File: src/rtl/fp_pkg.sv
// Shared single-precision float constants, operand class encoding and the
// classifier used by the float-to-integer converter.
package fp_pkg;

  localparam int EXP_W = 8;
  localparam int MAN_W = 23;
  localparam int BIAS  = 127;

  localparam logic [31:0] INT_MAX  = 32'h7FFF_FFFF;
  localparam logic [31:0] INT_MIN  = 32'h8000_0000;
  localparam logic [31:0] NEG_2_31 = 32'hCF00_0000;

  typedef enum logic [2:0] {
    ZERO_SMALL = 3'd0,
    NORMAL     = 3'd1,
    INF        = 3'd2,
    NAN        = 3'd3,
    OVF        = 3'd4
  } fp_class_e;

  // -2^31 is exactly representable, so it is routed through the normal path.
  function automatic fp_class_e fp_classify(input logic [31:0] f);
    logic [EXP_W-1:0] e;
    logic [MAN_W-1:0] m;
    fp_class_e        c;
    e = f[30:23];
    m = f[22:0];
    if (e == 8'hFF) begin
      if (m != 23'd0) c = NAN;
      else            c = INF;
    end else if (e < 8'(BIAS)) begin
      c = ZERO_SMALL;
    end else if (e >= 8'(BIAS + 31)) begin
      if (f == NEG_2_31) c = NORMAL;
      else               c = OVF;
    end else begin
      c = NORMAL;
    end
    return c;
  endfunction

endpackage

File: src/rtl/fp2int_align.sv
// Combinational barrel shifter aligning the 24-bit significand to an integer
// magnitude; sticky reports any one bit lost off the right end.
module fp2int_align
  import fp_pkg::*;
(
  input  logic        [MAN_W:0] sig,
  input  logic signed [5:0]     shamt,
  output logic        [31:0]    mag,
  output logic                  sticky
);

  logic [5:0]     amt;
  logic [MAN_W:0] mask;

  always_comb begin
    mag    = 32'd0;
    sticky = 1'b0;
    amt    = 6'd0;
    mask   = {(MAN_W+1){1'b0}};
    if (shamt[5] == 1'b0) begin
      amt = shamt;
      mag = {8'd0, sig} << amt;
    end else begin
      amt    = 6'(-shamt);
      mag    = {8'd0, (sig >> amt)};
      mask   = ~({(MAN_W+1){1'b1}} << amt);
      sticky = |(sig & mask);
    end
  end

endmodule

File: src/rtl/fp_to_int_piped.sv
// Three-stage float-to-int32 converter, truncating toward zero:
// S1 unpack/classify, S2 align, S3 negate/saturate/flag.
module fp_to_int_piped
  import fp_pkg::*;
(
  input  logic        clk,
  input  logic        clear_n,
  input  logic        in_valid,
  input  logic [31:0] in_data,
  input  logic        stall,
  output logic        out_valid,
  output logic [31:0] out_data,
  output logic        out_nan,
  output logic        out_ovf,
  output logic        out_inexact
);

  logic               v1_d, v1_q, sign1_d, sign1_q, small_nz1_d, small_nz1_q;
  fp_class_e          cls1_d, cls1_q;
  logic [MAN_W:0]     sig1_d, sig1_q;
  logic signed [5:0]  shamt1_d, shamt1_q;

  logic               v2_d, v2_q, sign2_d, sign2_q, inx2_d, inx2_q;
  fp_class_e          cls2_d, cls2_q;
  logic [31:0]        mag2_d, mag2_q;

  logic               out_valid_d, out_valid_q, out_nan_d, out_nan_q;
  logic               out_ovf_d, out_ovf_q, out_inexact_d, out_inexact_q;
  logic [31:0]        out_data_d, out_data_q;

  logic [31:0]        align_mag;
  logic               align_sticky;

  fp2int_align u_align (
    .sig    (sig1_q),
    .shamt  (shamt1_q),
    .mag    (align_mag),
    .sticky (align_sticky)
  );

  // S1: unpack; shift amount is u-23, i.e. exponent-150, in the range -23..8.
  always_comb begin
    v1_d        = v1_q;
    sign1_d     = sign1_q;
    cls1_d      = cls1_q;
    sig1_d      = sig1_q;
    shamt1_d    = shamt1_q;
    small_nz1_d = small_nz1_q;
    if (!stall) begin
      v1_d        = in_valid;
      sign1_d     = in_data[31];
      cls1_d      = fp_classify(in_data);
      sig1_d      = {1'b1, in_data[MAN_W-1:0]};
      shamt1_d    = 6'(in_data[30:23] - 8'd150);
      small_nz1_d = |in_data[30:0];
    end else begin
      v1_d = v1_q;
    end
  end

  always_comb begin
    v2_d    = v2_q;
    sign2_d = sign2_q;
    cls2_d  = cls2_q;
    mag2_d  = mag2_q;
    inx2_d  = inx2_q;
    if (!stall) begin
      v2_d    = v1_q;
      sign2_d = sign1_q;
      cls2_d  = cls1_q;
      mag2_d  = align_mag;
      case (cls1_q)
        NORMAL:     inx2_d = align_sticky;
        ZERO_SMALL: inx2_d = small_nz1_q;
        default:    inx2_d = 1'b0;
      endcase
    end else begin
      v2_d = v2_q;
    end
  end

  // S3: bubbles leave all outputs at zero.
  always_comb begin
    out_valid_d   = out_valid_q;
    out_data_d    = out_data_q;
    out_nan_d     = out_nan_q;
    out_ovf_d     = out_ovf_q;
    out_inexact_d = out_inexact_q;
    if (!stall) begin
      out_valid_d   = v2_q;
      out_data_d    = 32'd0;
      out_nan_d     = 1'b0;
      out_ovf_d     = 1'b0;
      out_inexact_d = 1'b0;
      if (v2_q) begin
        case (cls2_q)
          NORMAL: begin
            out_data_d    = sign2_q ? (~mag2_q + 32'd1) : mag2_q;
            out_inexact_d = inx2_q;
          end
          ZERO_SMALL: out_inexact_d = inx2_q;
          INF, OVF: begin
            out_data_d = sign2_q ? INT_MIN : INT_MAX;
            out_ovf_d  = 1'b1;
          end
          NAN: begin
            out_data_d = INT_MIN;
            out_nan_d  = 1'b1;
          end
          default: out_data_d = 32'd0;
        endcase
      end else begin
        out_data_d = 32'd0;
      end
    end else begin
      out_valid_d = out_valid_q;
    end
  end

  always_ff @(posedge clk) begin
    if (!clear_n) begin
      v1_q          <= 1'b0;
      sign1_q       <= 1'b0;
      cls1_q        <= ZERO_SMALL;
      sig1_q        <= '0;
      shamt1_q      <= 6'sd0;
      small_nz1_q   <= 1'b0;
      v2_q          <= 1'b0;
      sign2_q       <= 1'b0;
      cls2_q        <= ZERO_SMALL;
      mag2_q        <= 32'd0;
      inx2_q        <= 1'b0;
      out_valid_q   <= 1'b0;
      out_data_q    <= 32'd0;
      out_nan_q     <= 1'b0;
      out_ovf_q     <= 1'b0;
      out_inexact_q <= 1'b0;
    end else begin
      v1_q          <= v1_d;
      sign1_q       <= sign1_d;
      cls1_q        <= cls1_d;
      sig1_q        <= sig1_d;
      shamt1_q      <= shamt1_d;
      small_nz1_q   <= small_nz1_d;
      v2_q          <= v2_d;
      sign2_q       <= sign2_d;
      cls2_q        <= cls2_d;
      mag2_q        <= mag2_d;
      inx2_q        <= inx2_d;
      out_valid_q   <= out_valid_d;
      out_data_q    <= out_data_d;
      out_nan_q     <= out_nan_d;
      out_ovf_q     <= out_ovf_d;
      out_inexact_q <= out_inexact_d;
    end
  end

  assign out_valid   = out_valid_q;
  assign out_data    = out_data_q;
  assign out_nan     = out_nan_q;
  assign out_ovf     = out_ovf_q;
  assign out_inexact = out_inexact_q;

endmodule

File: config.mk
export PLATFORM = sky130hd
export DESIGN_NAME = fp_to_int_piped
export DESIGN_NICKNAME = d
export VERILOG_FILES = /design/src/rtl/fp_pkg.sv /design/src/rtl/fp2int_align.sv /design/src/rtl/fp_to_int_piped.sv
export SDC_FILE = /design/constraint.sdc
export NUM_CORES = 1
export LEC_CHECK = 0
export CORE_AREA = 2 2 132 134
export CTS_CLUSTER_DIAMETER = 150
export DETAILED_ROUTE_END_ITERATION = 8
export DIE_AREA = 0 0 134 136
export GPL_TIMING_DRIVEN = 0
export PLACE_DENSITY = 0.68
export SLEW_MARGIN = 20
export SYNTH_ARGS = -nofsm -noshare
export SYNTH_HDL_FRONTEND = slang
export SYNTH_SLANG_ARGS = --single-unit
File: constraint.sdc
create_clock -name clk -period 3.9 [get_ports clk]
set_clock_uncertainty 0.2 [all_clocks]
set_input_delay 0.585 -clock clk [delete_from_list [all_inputs] [get_ports clk]]
set_output_delay 0.585 -clock clk [all_outputs]
set_load 0.02 [all_outputs]
# Word-level counts from Yosys, hierarchy flattened
# Cells that the tools add are included.
dict set report totals {
  ff_bits 110
  inputBits 36
  out_inout_bits 36
  elab_cells 59
}
dict set report classes {
  add_sub_neg 3
  order_cmp 2
  n_eq_ne 7
  shifts 3
  n_mux 18
  n_bitwise 3
  n_reduce_logical 7
}
# operator n
set ops {}
lappend ops {{two-way mux 32 bit} 4}
lappend ops {{case mux 32 bit (3 select lines)} 1}
lappend ops {{adder 32 x 1 -> 32 bit, second input constant} 1}
lappend ops {{equality test 32 bit, second input constant} 1}
lappend ops {{NOT 32 bit} 1}
lappend ops {{<< shifter 24 x 6 -> 32 bit} 1}
lappend ops {{OR reduction 31 bit} 1}
lappend ops {{AND 24 bit} 1}
lappend ops {{NOT 24 bit} 1}
lappend ops {{OR reduction 24 bit} 1}
lappend ops {{<< shifter 24 x 6 -> 24 bit, first input constant} 1}
lappend ops {{>> shifter 24 x 6 -> 24 bit} 1}
lappend ops {{nonzero test 23 bit} 1}
lappend ops {{two-way mux 3 bit} 4}
lappend ops {{equality test 8 bit, second input constant} 1}
lappend ops {{greater-or-equal comparator 8 bit, second input constant} 1}
lappend ops {{less-than comparator 8 x 7 -> 1 bit, second input constant} 1}
lappend ops {{two-way mux 1 bit} 8}
lappend ops {{equality test 3 x 1 -> 1 bit, second input constant} 2}
lappend ops {{equality test 3 x 2 -> 1 bit, second input constant} 2}
lappend ops {{logical NOT 3 bit} 2}
lappend ops {{negator 6 bit} 1}
lappend ops {{subtractor 6 x 5 -> 6 bit, second input constant} 1}
lappend ops {{OR reduction 2 bit} 2}
lappend ops {{other kinds (2)} 2}

# Depth between registers and ports, before layout
# Gate-level depths: netlist of run 1.
dict set report logic_depth {
  word_depth 7
  ltp_mapped 15
  mapped_depth_nobuf 10
}

# Cells and area by module
# Synthesis of run 1 repeated with hierarchy kept, for this count alone.
dict set report hier_totals {
  cells_unflattened 951
  hier_area_um2 7980.2
}
# module instances cells_each area_each_um2 seq_area_each_um2
set modules_own_cells {}
lappend modules_own_cells {fp_to_int_piped 1 541 4922.2 2202.1}
lappend modules_own_cells {fp2int_align 1 410 3057.9 0.0}

# Worst setup path before layout of run 1
# Ideal clock, no wire load.
dict set report synth_path {
  path_kind {register -> register}
  from {register shamt1_q[0]}
  to {register mag2_q[2]}
  setup_time_ns 0.070
  t_arrival_ns 3.302
  t_required_ns 3.630
  slack_ns 0.328
  stages_incl_launch_ff 15
  n_path_buf 6
  synth_period_minus_slack_ns 3.572
  cell_sequence {dfxtp_1 buf_2 inv_1 buf_2 buf_1 ha_1 inv_1 ha_1 buf_2 buf_1 clkbuf_1 mux4_2 nand2_1 nand3_1 a21oi_1}
}
dict set report synth_between {
  elab_chain_len 3
  elab_cells_between_ends 4
  cone_classes {add/sub: 1; shift: 2; mux: 1}
}
# element line
set synth_rtl {}
lappend synth_rtl {{start: declaration} fp_to_int_piped.sv:21} ;# logic signed [5:0] shamt1_d, shamt1_q;
lappend synth_rtl {{start signal: assignment} fp_to_int_piped.sv:143} ;# shamt1_q <= shamt1_d;
lappend synth_rtl {{negator 6 bit} fp2int_align.sv:24} ;# amt = 6'(-shamt);
lappend synth_rtl {{>> shifter 24 x 6 -> 24 bit} fp2int_align.sv:25} ;# mag = {8'd0, (sig >> amt)};
lappend synth_rtl {{two-way mux 32 bit *} fp2int_align.sv:20} ;# if (shamt[5] == 1'b0) begin
lappend synth_rtl {{end signal: assignment} fp_to_int_piped.sv:148} ;# mag2_q <= mag2_d;
lappend synth_rtl {{end: declaration} fp_to_int_piped.sv:25} ;# logic [31:0] mag2_d, mag2_q;
# Mark *: on every way between the ends. The rest lies on a longest branch, timed or not.
# A chain may end at the register's enable or synchronous reset.

# Worst setup path after layout of run 1
dict set report layout_path {
  from {register shamt1_q[1]}
  to {register mag2_q[2]}
}
# Same word-level chain as after synthesis.

==> impl_results.md, run 1 <==
- Setup WS post-layout: about 0.11 ns
- Vias in the first global route: 8202
- Delay-heaviest family, CP: buffers and inverters
- Die span in x: about 130 um
- Worst Path Buf+Inv: 6
- Asr flop ratio synth: 0%
- Slowest Stage Delay on Critical Path: around 0.4 ns
- Clk sinks: 110
- Fmax: around 260 MHz
- Slowest stage cell, crit path: dfxtp_1
- First-pass GRT wire length: roughly 50000 um
- Antenna violations before repair: 0
- Multi-input logic area: 0.00565 sq mm
- # fillers: approximately 1.6k
- Pwr dens: around 340 mW/mm^2
- Final hold vios: 0
- Total power: approximately 3.3 mW
- Post-synth top flop: dfxtp_1
- Worst-Margin Slew: roughly 1.3 ns
- Root buffer cell: clkbuf_16
- Height of the die: between 100 and 150 um
- Synth Register Bits: 110
- Crit Path Category: reg2reg
- Setup crit end kind: flop
- Largest net degree at the start of global routing: 23
- Area grow syn2layout: 17.1%
- Worst-path clk slew: approximately 0.080 ns
- VDD IR-drop max: 0.000234 V
- Full die area: 0.0182 sq mm
- Htree depth: 3
- Initial DRC Count: 1182
- Clock buffer depth: 2
- Synth Warn #: 0
- Mean area per synthesized cell: around 8 sq um
- WL final: around 34000 um
- Hold WS: approximately 0.25 ns
- Top post-synthesis cells by count: mux2i_1, dfxtp_1, nor2_1
- Fin crit share: 97.2%
- Critical-path cell list: buf_2, buf_4, inv_1, ha_4, buf_2, clkbuf_4, buf_4, mux2_2, o21ai_0, o21ai_0, a221oi_1, a21oi_1
- CP required: 3.95 ns
- Syn_nets: around 1.1k
- Critical Path AT: between 3 and 4 ns
- Vias/cell: between 6 and 7
- Count leader, synth: mux2i_1
- Io pins: slightly above 70
- Fraction of layout cells with a size suffix above 1: 9.15%
- Final #Nets: about 1.2k
- CTS tree: done
- # DRC: 0
- Mapped Area: 0.00825 sq mm
- CP Max Fanout: 19
- All-Layer GR Usage: approximately 37%
- Seq. cell area: 0.00220 sq mm
- Via Count: around 9.0k
- CP startpoint kind: flop
- Core area: between 0.015 and 0.02 sq mm
- Status: completed
- ANT cells: 0
- Worst-skew pair later-pin latency: 0.38 ns
- Maxcap violations: 0
- Final setup viols: 0
- Area leader, netlist: dfxtp_1
- Pre-CTS setup slack: -1.05 ns
- HP Class: reg2reg
- HPWL after DPL: between 20000 and 30000 um
- GPL Wtd Cong: just over 1
- Sequential area share after synthesis: between 20% and 30%
- Drt pass-1 iters: 6
- RSZ-0062 raised after global routing: no
- Synth unique cells: between 60 and 70
- Slew Limit Fails: 0
- Initial Utilization: approximately half
- Top cell type's share of synthesized area: 26.7%
- CTS Buf Count: 9
- Rows: 48
- Post-DR wirelength/cell: about 25 um
- Relative slew margins: between 10% and 20%
- Post-synth EDFFs: 0
- PortBufs: 70
- Setup TNS: 0 ns
- Antenna viol nets, final: 0
- Pleak: 3.49 nW
- Minimum clock period: approximately 3.8 ns
- Cells after Synth: 1041
- Top post-synthesis cells by area: dfxtp_1, mux2i_1, a21oi_1
- Remaining global-route overflow: 0
state kept, by name, summed over array words and instances, names as in the netlist:
signal / flops
out_nan: 1
cls1_q: 3
out_inexact: 1
out_data: 32
sign1_q: 1
small_nz1_q: 1
cls2_q: 3
sig1_q: 24
out_valid: 1
out_ovf: 1
sign2_q: 1
inx2_q: 1
mag2_q: 32
v2_q: 1
v1_q: 1
shamt1_q: 6
cell usage in the layout, fill, tap and decap left out, drive strengths merged, types with 6 or more instances in the layout:
master	Yosys	final
a211oi	11	11
a21o	6	6
a21oi	82	82
a221oi	10	10
a22oi	18	18
a31oi	6	6
and3	7	7
buf	33	28
clkbuf	66	79
clkdlybuf4s50	0	70
dfxtp	110	110
ha	8	8
inv	23	26
mux2	21	21
mux2i	116	116
mux4	16	16
nand2	91	91
nand2b	7	7
nand3	26	26
nand4	12	12
nor2	104	104
nor2b	16	16
nor3	20	20
nor4	17	17
o211ai	13	13
o21ai	71	71
o22ai	14	14
o31ai	10	10
or4	9	9
xnor2	14	14
xor2	15	15
where the power goes:
group	internal (mW)	switching, mW	leakage [nW]
sequential	1.17	0.0589	0.898
combinational	0.372	0.659	2.44
clock	0.464	0.531	0.151
total	2.00	1.25	3.49
worst min-delay path, stage by stage (launching register included):
cell and delay (ns):
dfxtp_1 0.32, nand2_1 0.05, o21ai_1 0.05
cells by family (layout without fill, tap and decap cells):
logic type / Yosys count / in the layout / synth area share [%]
xor+xnor: 29 / 29 / 3.31
fa+ha+maj: 8 / 8 / 1.21
compound gates: 289 / 289 / 22.4
flops: 110 / 110 / 26.7
simple gates: 330 / 330 / 19.2
mux: 153 / 153 / 21.3
buf+inv: 122 / 207 / 5.83
layout make-up:
type	instances	area share, %
multi-input combinational	809	58.5
sequential	110	22.8
timing repair buffer	71	7.34
buffer	97	4.30
tap	225	2.92
clock buffer	9	2.33
clock inverter	7	0.894
inverter	23	0.894
per-layer routing:
layer | wire [um] | track usage, %
met1 | 13800 | 49.1
met3 | 3110 | 6.49
met2 | 14800 | 57.5
met4 | 1830 | 19.1
met5 | 0 | 0
timing repair:
action / 4_1_cts / 5_1_grt
endpoints found under the setup margin: 24 / 19
hold buffers: 0 / 0
setup buffers: 0 / 1
pin swaps: 0 / 1
cloned: 0 / 0
resized for setup: 16 / 16
metrics by stage:
step                std cells  instance area [sq um]  util, %
floorplan                1041                   8250        -
global placement         1336                   9230     54.7
detailed placement       1336                   9230     54.7
CTS                      1350                   9580     56.8
global route             1351                   9650     57.2
finish                   1351                   9650     57.2
worst paths after layout:
path | startpoint | to | slack (ns) | cells past startpoint
min | out_data[31]$_SDFFE_PN0N_ | out_data[31]$_SDFFE_PN0N_ | 0.25 | 2
min reg2reg | out_data[31]$_SDFFE_PN0N_ | out_data[31]$_SDFFE_PN0N_ | 0.25 | 2
max | shamt1_q[1]$_SDFFE_PN0N_ | mag2_q[2]$_SDFFE_PN0N_ | 0.11 | 12
max reg2reg | shamt1_q[1]$_SDFFE_PN0N_ | mag2_q[2]$_SDFFE_PN0N_ | 0.11 | 12
Power figures use the tool's default switching activity.
==> run 2: changes to the inputs <==
--- a/config.mk
+++ b/config.mk
@@ -5,12 +5,14 @@
 export SDC_FILE = /design/constraint.sdc
 export NUM_CORES = 1
 export LEC_CHECK = 0
-export CORE_AREA = 2 2 132 134
+export CELL_PAD_IN_SITES_DETAIL_PLACEMENT = 1
+export CELL_PAD_IN_SITES_GLOBAL_PLACEMENT = 1
+export CORE_AREA = 2 2 197 102
 export CTS_CLUSTER_DIAMETER = 150
 export DETAILED_ROUTE_END_ITERATION = 8
-export DIE_AREA = 0 0 134 136
+export DIE_AREA = 0 0 199 104
 export GPL_TIMING_DRIVEN = 0
-export PLACE_DENSITY = 0.68
+export PLACE_DENSITY = 0.78
 export SLEW_MARGIN = 20
 export SYNTH_ARGS = -nofsm -noshare
 export SYNTH_HDL_FRONTEND = slang
==> run 2 against run 1 <==
Sequential share of layout area shrank 0.14 points. Count of clock-buffer cells in the layout grew 1. Sequential cell count is the same. Non-clock buffer count shrank 2. Maximum frequency shrank 1.4%. Register-to-register slack lost 0.05 ns. Global-route usage grew 1.5 points. Setup slack lost 0.052 ns. Worst hold slack gained 0.0029 ns. Sequential power is essentially flat. Cell count grew 2.9%. Highest routed layer unchanged.
==> impl_results.md, run 2 (synthesis gave the netlist of run 1 again) <==
- Slew Limit Fails: 0 (unchanged)
- Post-DR wirelength/cell: 28.4 um (+14%)
- PortBufs: 70 (unchanged)
- CP Max Fanout: 10 (-9)
- CP required: 3.96 ns (about the same)
- Fmax: 260 MHz (-1.4%)
- Final setup viols: 0 (unchanged)
- Final hold vios: 0 (unchanged)
- Relative slew margins: 25.4% (+10 points)
- ANT cells: 0 (unchanged)
- Height of the die: 104 um (-24%)
- VDD IR-drop max: 0.000281 V (+20%)
- Full die area: 0.0207 sq mm (+14%)
- Critical Path AT: 3.91 ns (+0.07 ns)
- Die span in x: 199 um (+49%)
- Final Util: 51.0% (-6.2 points)
- Pleak: 3.49 nW (about the same)
- First-pass GRT wire length: 58200 um (+15%)
- Largest net degree at the start of global routing: 20 (-13%)
- Crit Path Category: reg2reg
- Worst-skew pair later-pin latency: 0.38 ns (about the same)
- CTS Buf Count: 9 (unchanged)
- Setup WS post-layout: 0.0553 ns (-0.0524 ns)
- Setup crit end kind: flop
- Maxcap violations: 0 (unchanged)
- CTS tree: done
- # fillers: 2364 (+47%)
- Rows: 36 (-25%)
- Antenna violations before repair: 0 (unchanged)
- HPWL after DPL: 31500 um (+23%)
- Minimum clock period: 3.84 ns (+0.0524 ns)
- Pwr dens: 345 mW/mm^2 (+2.4%)
- Setup TNS: 0 ns (unchanged)
- WL final: 39500 um (+18%)
- Io pins: 72 (unchanged)
- Final #Nets: 1163 (-0.17%)
- Pre-CTS setup slack: -1.35 ns (-0.303 ns)
- Htree depth: 3 (unchanged)
- Commonest non-fill, non-tap cell in the layout: mux2i_1
- GPL Wtd Cong: 1.05 (+1.7%)
- Drt pass-1 iters: 6 (unchanged)
- Commonest cells after routing, fill and taps aside: mux2i_1, dfxtp_1, nor2_1
- Remaining global-route overflow: 0 (unchanged)
- All-Layer GR Usage: 38.4% (+1.5 points)
- Vias/cell: 6.71 (+1.2%)
- Root buffer cell: clkbuf_16
- # DRC: 0 (unchanged)
- Clk sinks: 110 (unchanged)
- Core area: 0.0191 sq mm (+13%)
- Via Count: 9327 (+4.1%)
- Fraction of layout cells with a size suffix above 1: 8.99% (-0.16 points)
- HP Class: reg2reg
- Clock buffer depth: 2 (unchanged)
- CP startpoint kind: flop
- Antenna viol nets, final: 0 (unchanged)
- Area grow syn2layout: 17.8%
- Initial DRC Count: 1368 (+16%)
- Status: completed
- Fin crit share: 98.6% (+1.3 points)
- Worst-path clk slew: 0.08 ns (about the same)
- Multi-input logic area: 0.00566 sq mm (+0.27%)
- Seq. cell area: 0.00220 sq mm (unchanged)
- Worst-Margin Slew: 1.12 ns (-0.144 ns)
- Initial Utilization: 43.3% (-5.6 points)
- Vias in the first global route: 8790 (+7.2%)
## run 2: cell types whose count changed in the layout (fill, tap and decap cells not counted), moves of 2 or more
| cell | delta |
|---|---|
| o21ai_0 | -3 |
| o21ai_1 | +2 |
| buf_6 | +2 |
| a211oi_2 | -2 |
| clkinv_8 | -2 |
| mux2i_2 | -2 |
| a211oi_1 | +2 |
## run 2: final timing paths
path / endpoint / slack, ns / start / cells past startpoint
max reg2reg: mag2_q[2]$_SDFFE_PN0N_ / 0.06 / shamt1_q[0]$_SDFFE_PN0N_ / 13
min reg2reg: out_data[6]$_SDFFE_PN0N_ / 0.26 / out_data[6]$_SDFFE_PN0N_ / 2
min: out_data[6]$_SDFFE_PN0N_ / 0.26 / out_data[6]$_SDFFE_PN0N_ / 2
max: mag2_q[2]$_SDFFE_PN0N_ / 0.06 / shamt1_q[0]$_SDFFE_PN0N_ / 13
## run 2: cell type report
class | count | share of cell area, %
multi-input cells | 809 | 58.3
clock inverters | 6 | 0.773
clock buffers | 10 | 2.36
flip-flops and latches | 110 | 22.7
plain buffers | 96 | 4.34
repair buffers | 70 | 7.22
inverters | 23 | 0.889
well taps | 266 | 3.43
## run 2: stage by stage
stage	hold slack [ns]	cell area, sq um	instances	power, mW
2_1_floorplan	0.256	8250	1041	1.88
3_3_place_gp	0.241	9280	1377	2.25
3_5_place_dp	0.243	9280	1377	2.26
4_1_cts	0.263	9660	1391	3.28
5_1_grt	0.291	9710	1390	3.44
6_report	0.257	9710	1390	3.35
## run 2: critical path, cell delays in order (launching register included)
cell and delay [ns]:
dfxtp_1 0.44, clkbuf_4 0.26, inv_1 0.12, buf_6 0.19
buf_6 0.18, ha_4 0.26, buf_2 0.18, buf_4 0.24
buf_4 0.28, mux2_2 0.40, o21ai_2 0.26, o21ai_0 0.23
a221oi_1 0.36, a21oi_1 0.11
## run 2: where the power goes
| part | internal (mW) | leakage (nW) | switching [mW] |
|---|---|---|---|
| combinational | 0.375 | 2.44 | 0.726 |
| sequential | 1.17 | 0.898 | 0.0629 |
| clock | 0.512 | 0.151 | 0.509 |
## run 2: timing repair
action                     CTS  global route
setup endpoints to repair   24            20
gates cloned                 0             0
hold buffers                 0             0
buffers inserted             0             0
resized for setup           29            11
## run 2: layer usage
layer | track usage (%) | vias to the layer above | share of wire, %
li1 | - | 4003 | -
met1 | 61.0 | 4707 | 48
met2 | 46.3 | 577 | 35
met3 | 16.9 | 40 | 15
met4 | 5.17 | 0 | 0.89
met5 | 0 | - | 0
==> run 3: changes to the inputs <==
--- a/config.mk
+++ b/config.mk
@@ -13,6 +13,7 @@
 export DIE_AREA = 0 0 199 104
 export GPL_TIMING_DRIVEN = 0
 export PLACE_DENSITY = 0.78
+export RECOVER_POWER = 100
 export SLEW_MARGIN = 20
 export SYNTH_ARGS = -nofsm -noshare
 export SYNTH_HDL_FRONTEND = slang
==> run 3 against run 2 <==
Non-clock buffer count did not move. Worst hold slack got worse by 0.0045 ns. Setup slack improved by 0.016 ns. Critical path type unchanged. Power fell by 0.38%. Sequential power barely moved.
==> impl_results.md, run 3 (synthesis gave the netlist of run 1 again) <==
- Fin crit share: 98.2% (-0.41 points)
- Minimum clock period: 3.83 ns (-0.0161 ns)
- Core area: 0.0191 sq mm (unchanged)
- Sequential share of power: 36.9% (+0.2 points)
- Clk sinks: 110 (unchanged)
- Final Util: 51.0% (unchanged)
- Drt pass-1 iters: 7 (+1)
- Remaining global-route overflow: 0 (unchanged)
- # DRC: 0 (unchanged)
- WL final: 39300 um (-0.32%)
- PortBufs: 70 (unchanged)
- Htree depth: 3 (unchanged)
- Commonest cells after routing, fill and taps aside: mux2i_1, dfxtp_1, nor2_1
- Height of the die: 104 um (unchanged)
- Largest net degree at the start of global routing: 20 (unchanged)
- Io pins: 72 (unchanged)
- Setup TNS: 0 ns (unchanged)
- CTS Buf Count: 9 (unchanged)
- Via Count: 9317 (-0.11%)
- ANT cells: 0 (unchanged)
- Final hold vios: 0 (unchanged)
- Fin cells: 1390 (unchanged)
- Final setup viols: 0 (unchanged)
- First-pass GRT wire length: 58200 um (unchanged)
- HPWL after DPL: 31500 um (unchanged)
- Worst-path clk slew: 0.08 ns (about the same)
- Relative slew margins: 29.6% (+4.2 points)
- HP Class: reg2reg
- Root buffer cell: clkbuf_16
- Met3 Track Usage GR: 16.9% (unchanged)
- Critical Path AT: 3.89 ns (-0.02 ns)
- Slew Limit Fails: 0 (unchanged)
- CP startpoint kind: flop
- Met2 Use GR: 46.3% (unchanged)
- Total power: 3.34 mW (-0.38%)
- Initial Utilization: 43.3% (unchanged)
- # fillers: 2364 (unchanged)
- Post-DR wirelength/cell: 28.3 um (-0.32%)
- Busiest grt layer: met1
- All-Layer GR Usage: 38.4% (unchanged)
- Vias in the first global route: 8790 (unchanged)
- Fraction of layout cells with a size suffix above 1: 8.99% (unchanged)
- Worst-Margin Slew: 1.05 ns (-0.0629 ns)
- Die span in x: 199 um (unchanged)
- Antenna viol nets, final: 0 (unchanged)
- Clock buffer depth: 2 (unchanged)
- CP Max Fanout: 10 (unchanged)
- Area grow syn2layout: 17.8% (unchanged)
- Crit Path Category: reg2reg
- Status: completed
- Initial DRC Count: 1215 (-11%)
- Fmax: 261 MHz (+0.42%)
- Full die area: 0.0207 sq mm (unchanged)
- Vias/cell: 6.70 (-0.11%)
- Pwr dens: 344 mW/mm^2 (-0.38%)
- Final #Nets: 1163 (unchanged)
- Pint: 2.05 mW (about the same)
- VDD IR-drop max: 0.000282 V (+0.14%)
- Pleak: 3.62 nW (+3.7%)
- Switching share of power: 38.5% (-0.20 points)
- Maxcap violations: 0 (unchanged)
- GPL Wtd Cong: 1.05 (unchanged)
- Hold WS: 0.252 ns (-0.00452 ns)
- CP required: 3.96 ns (about the same)
- Net switching power figure: 1.29 mW (-0.90%)
- Clock power share: 30.3% (about the same)
- Gate power share: 32.9% (about the same)
- Hold_buf cts: 0 (unchanged)
- Rows: 36 (unchanged)
- Worst-skew pair later-pin latency: 0.38 ns (about the same)
- Dpl cells: 1377 (unchanged)
- Met1 usage: 61.0% (unchanged)
- Setup crit end kind: flop
- Antenna violations before repair: 0 (unchanged)
- CTS tree: done
- Commonest non-fill, non-tap cell in the layout: mux2i_1
run 3: worst paths after layout:
kind                       startpoint                       end  slack (ns)  depth (start not counted)
max          shamt1_q[0]$_SDFFE_PN0N_    mag2_q[2]$_SDFFE_PN0N_        0.07                         13
min          out_data[6]$_SDFFE_PN0N_  out_data[6]$_SDFFE_PN0N_        0.25                          2
max reg2reg  shamt1_q[0]$_SDFFE_PN0N_    mag2_q[2]$_SDFFE_PN0N_        0.07                         13
min reg2reg  out_data[6]$_SDFFE_PN0N_  out_data[6]$_SDFFE_PN0N_        0.25                          2
run 3: cell type report:
type	instances	area, sq um	share of cell area (%)
clock inverters	6	75.1	0.773
multi-input cells	809	5660	58.3
inverters	23	86.3	0.889
clock buffers	10	229	2.36
flip-flops and latches	110	2200	22.7
well taps	266	333	3.43
plain buffers	96	422	4.34
repair buffers	70	701	7.22
run 3: power by group through the flow:
stage                     registers [mW]  logic, mW  clock network, mW
after floorplan                     1.23      0.648                  0
after global placement              1.25      0.997                  0
after detailed placement            1.25       1.00                  0
after CTS                           1.23       1.03               1.03
after global routing                1.23       1.14               1.06
final                               1.23       1.10               1.01
run 3: metal layers:
layer | vias to the layer above | wire (um) | share of wire (%)
met5 | - | 0 | 0
met4 | 0 | 401 | 1.0
met3 | 44 | 5870 | 15
met2 | 581 | 13900 | 35
met1 | 4685 | 19200 | 49
li1 | 4007 | - | -
run 3: critical path, stage by stage, from the launching register on:
cell and delay (ns):
dfxtp_1 0.45, clkbuf_4 0.26, inv_1 0.12, buf_6 0.19
buf_6 0.18, ha_4 0.26, buf_2 0.18, buf_4 0.24
buf_4 0.28, mux2_2 0.40, o21ai_2 0.25, o21ai_0 0.22
a221oi_1 0.36, a21oi_1 0.11
run 3: timing repair:
item	4_1_cts	5_1_grt
setup endpoints to repair	24	20
resized for setup	29	11
setup buffers	0	0
pin swaps	0	0
run 3: through the flow:
| stage | cell area, sq um | setup slack, ns |
|---|---|---|
| 2_1_floorplan | 8250 | 0.328 |
| 3_3_place_gp | 9280 | -1.37 |
| 3_5_place_dp | 9280 | -1.35 |
| 4_1_cts | 9660 | 0.000494 |
| 5_1_grt | 9710 | -0.00411 |
| 6_report | 9710 | 0.0713 |
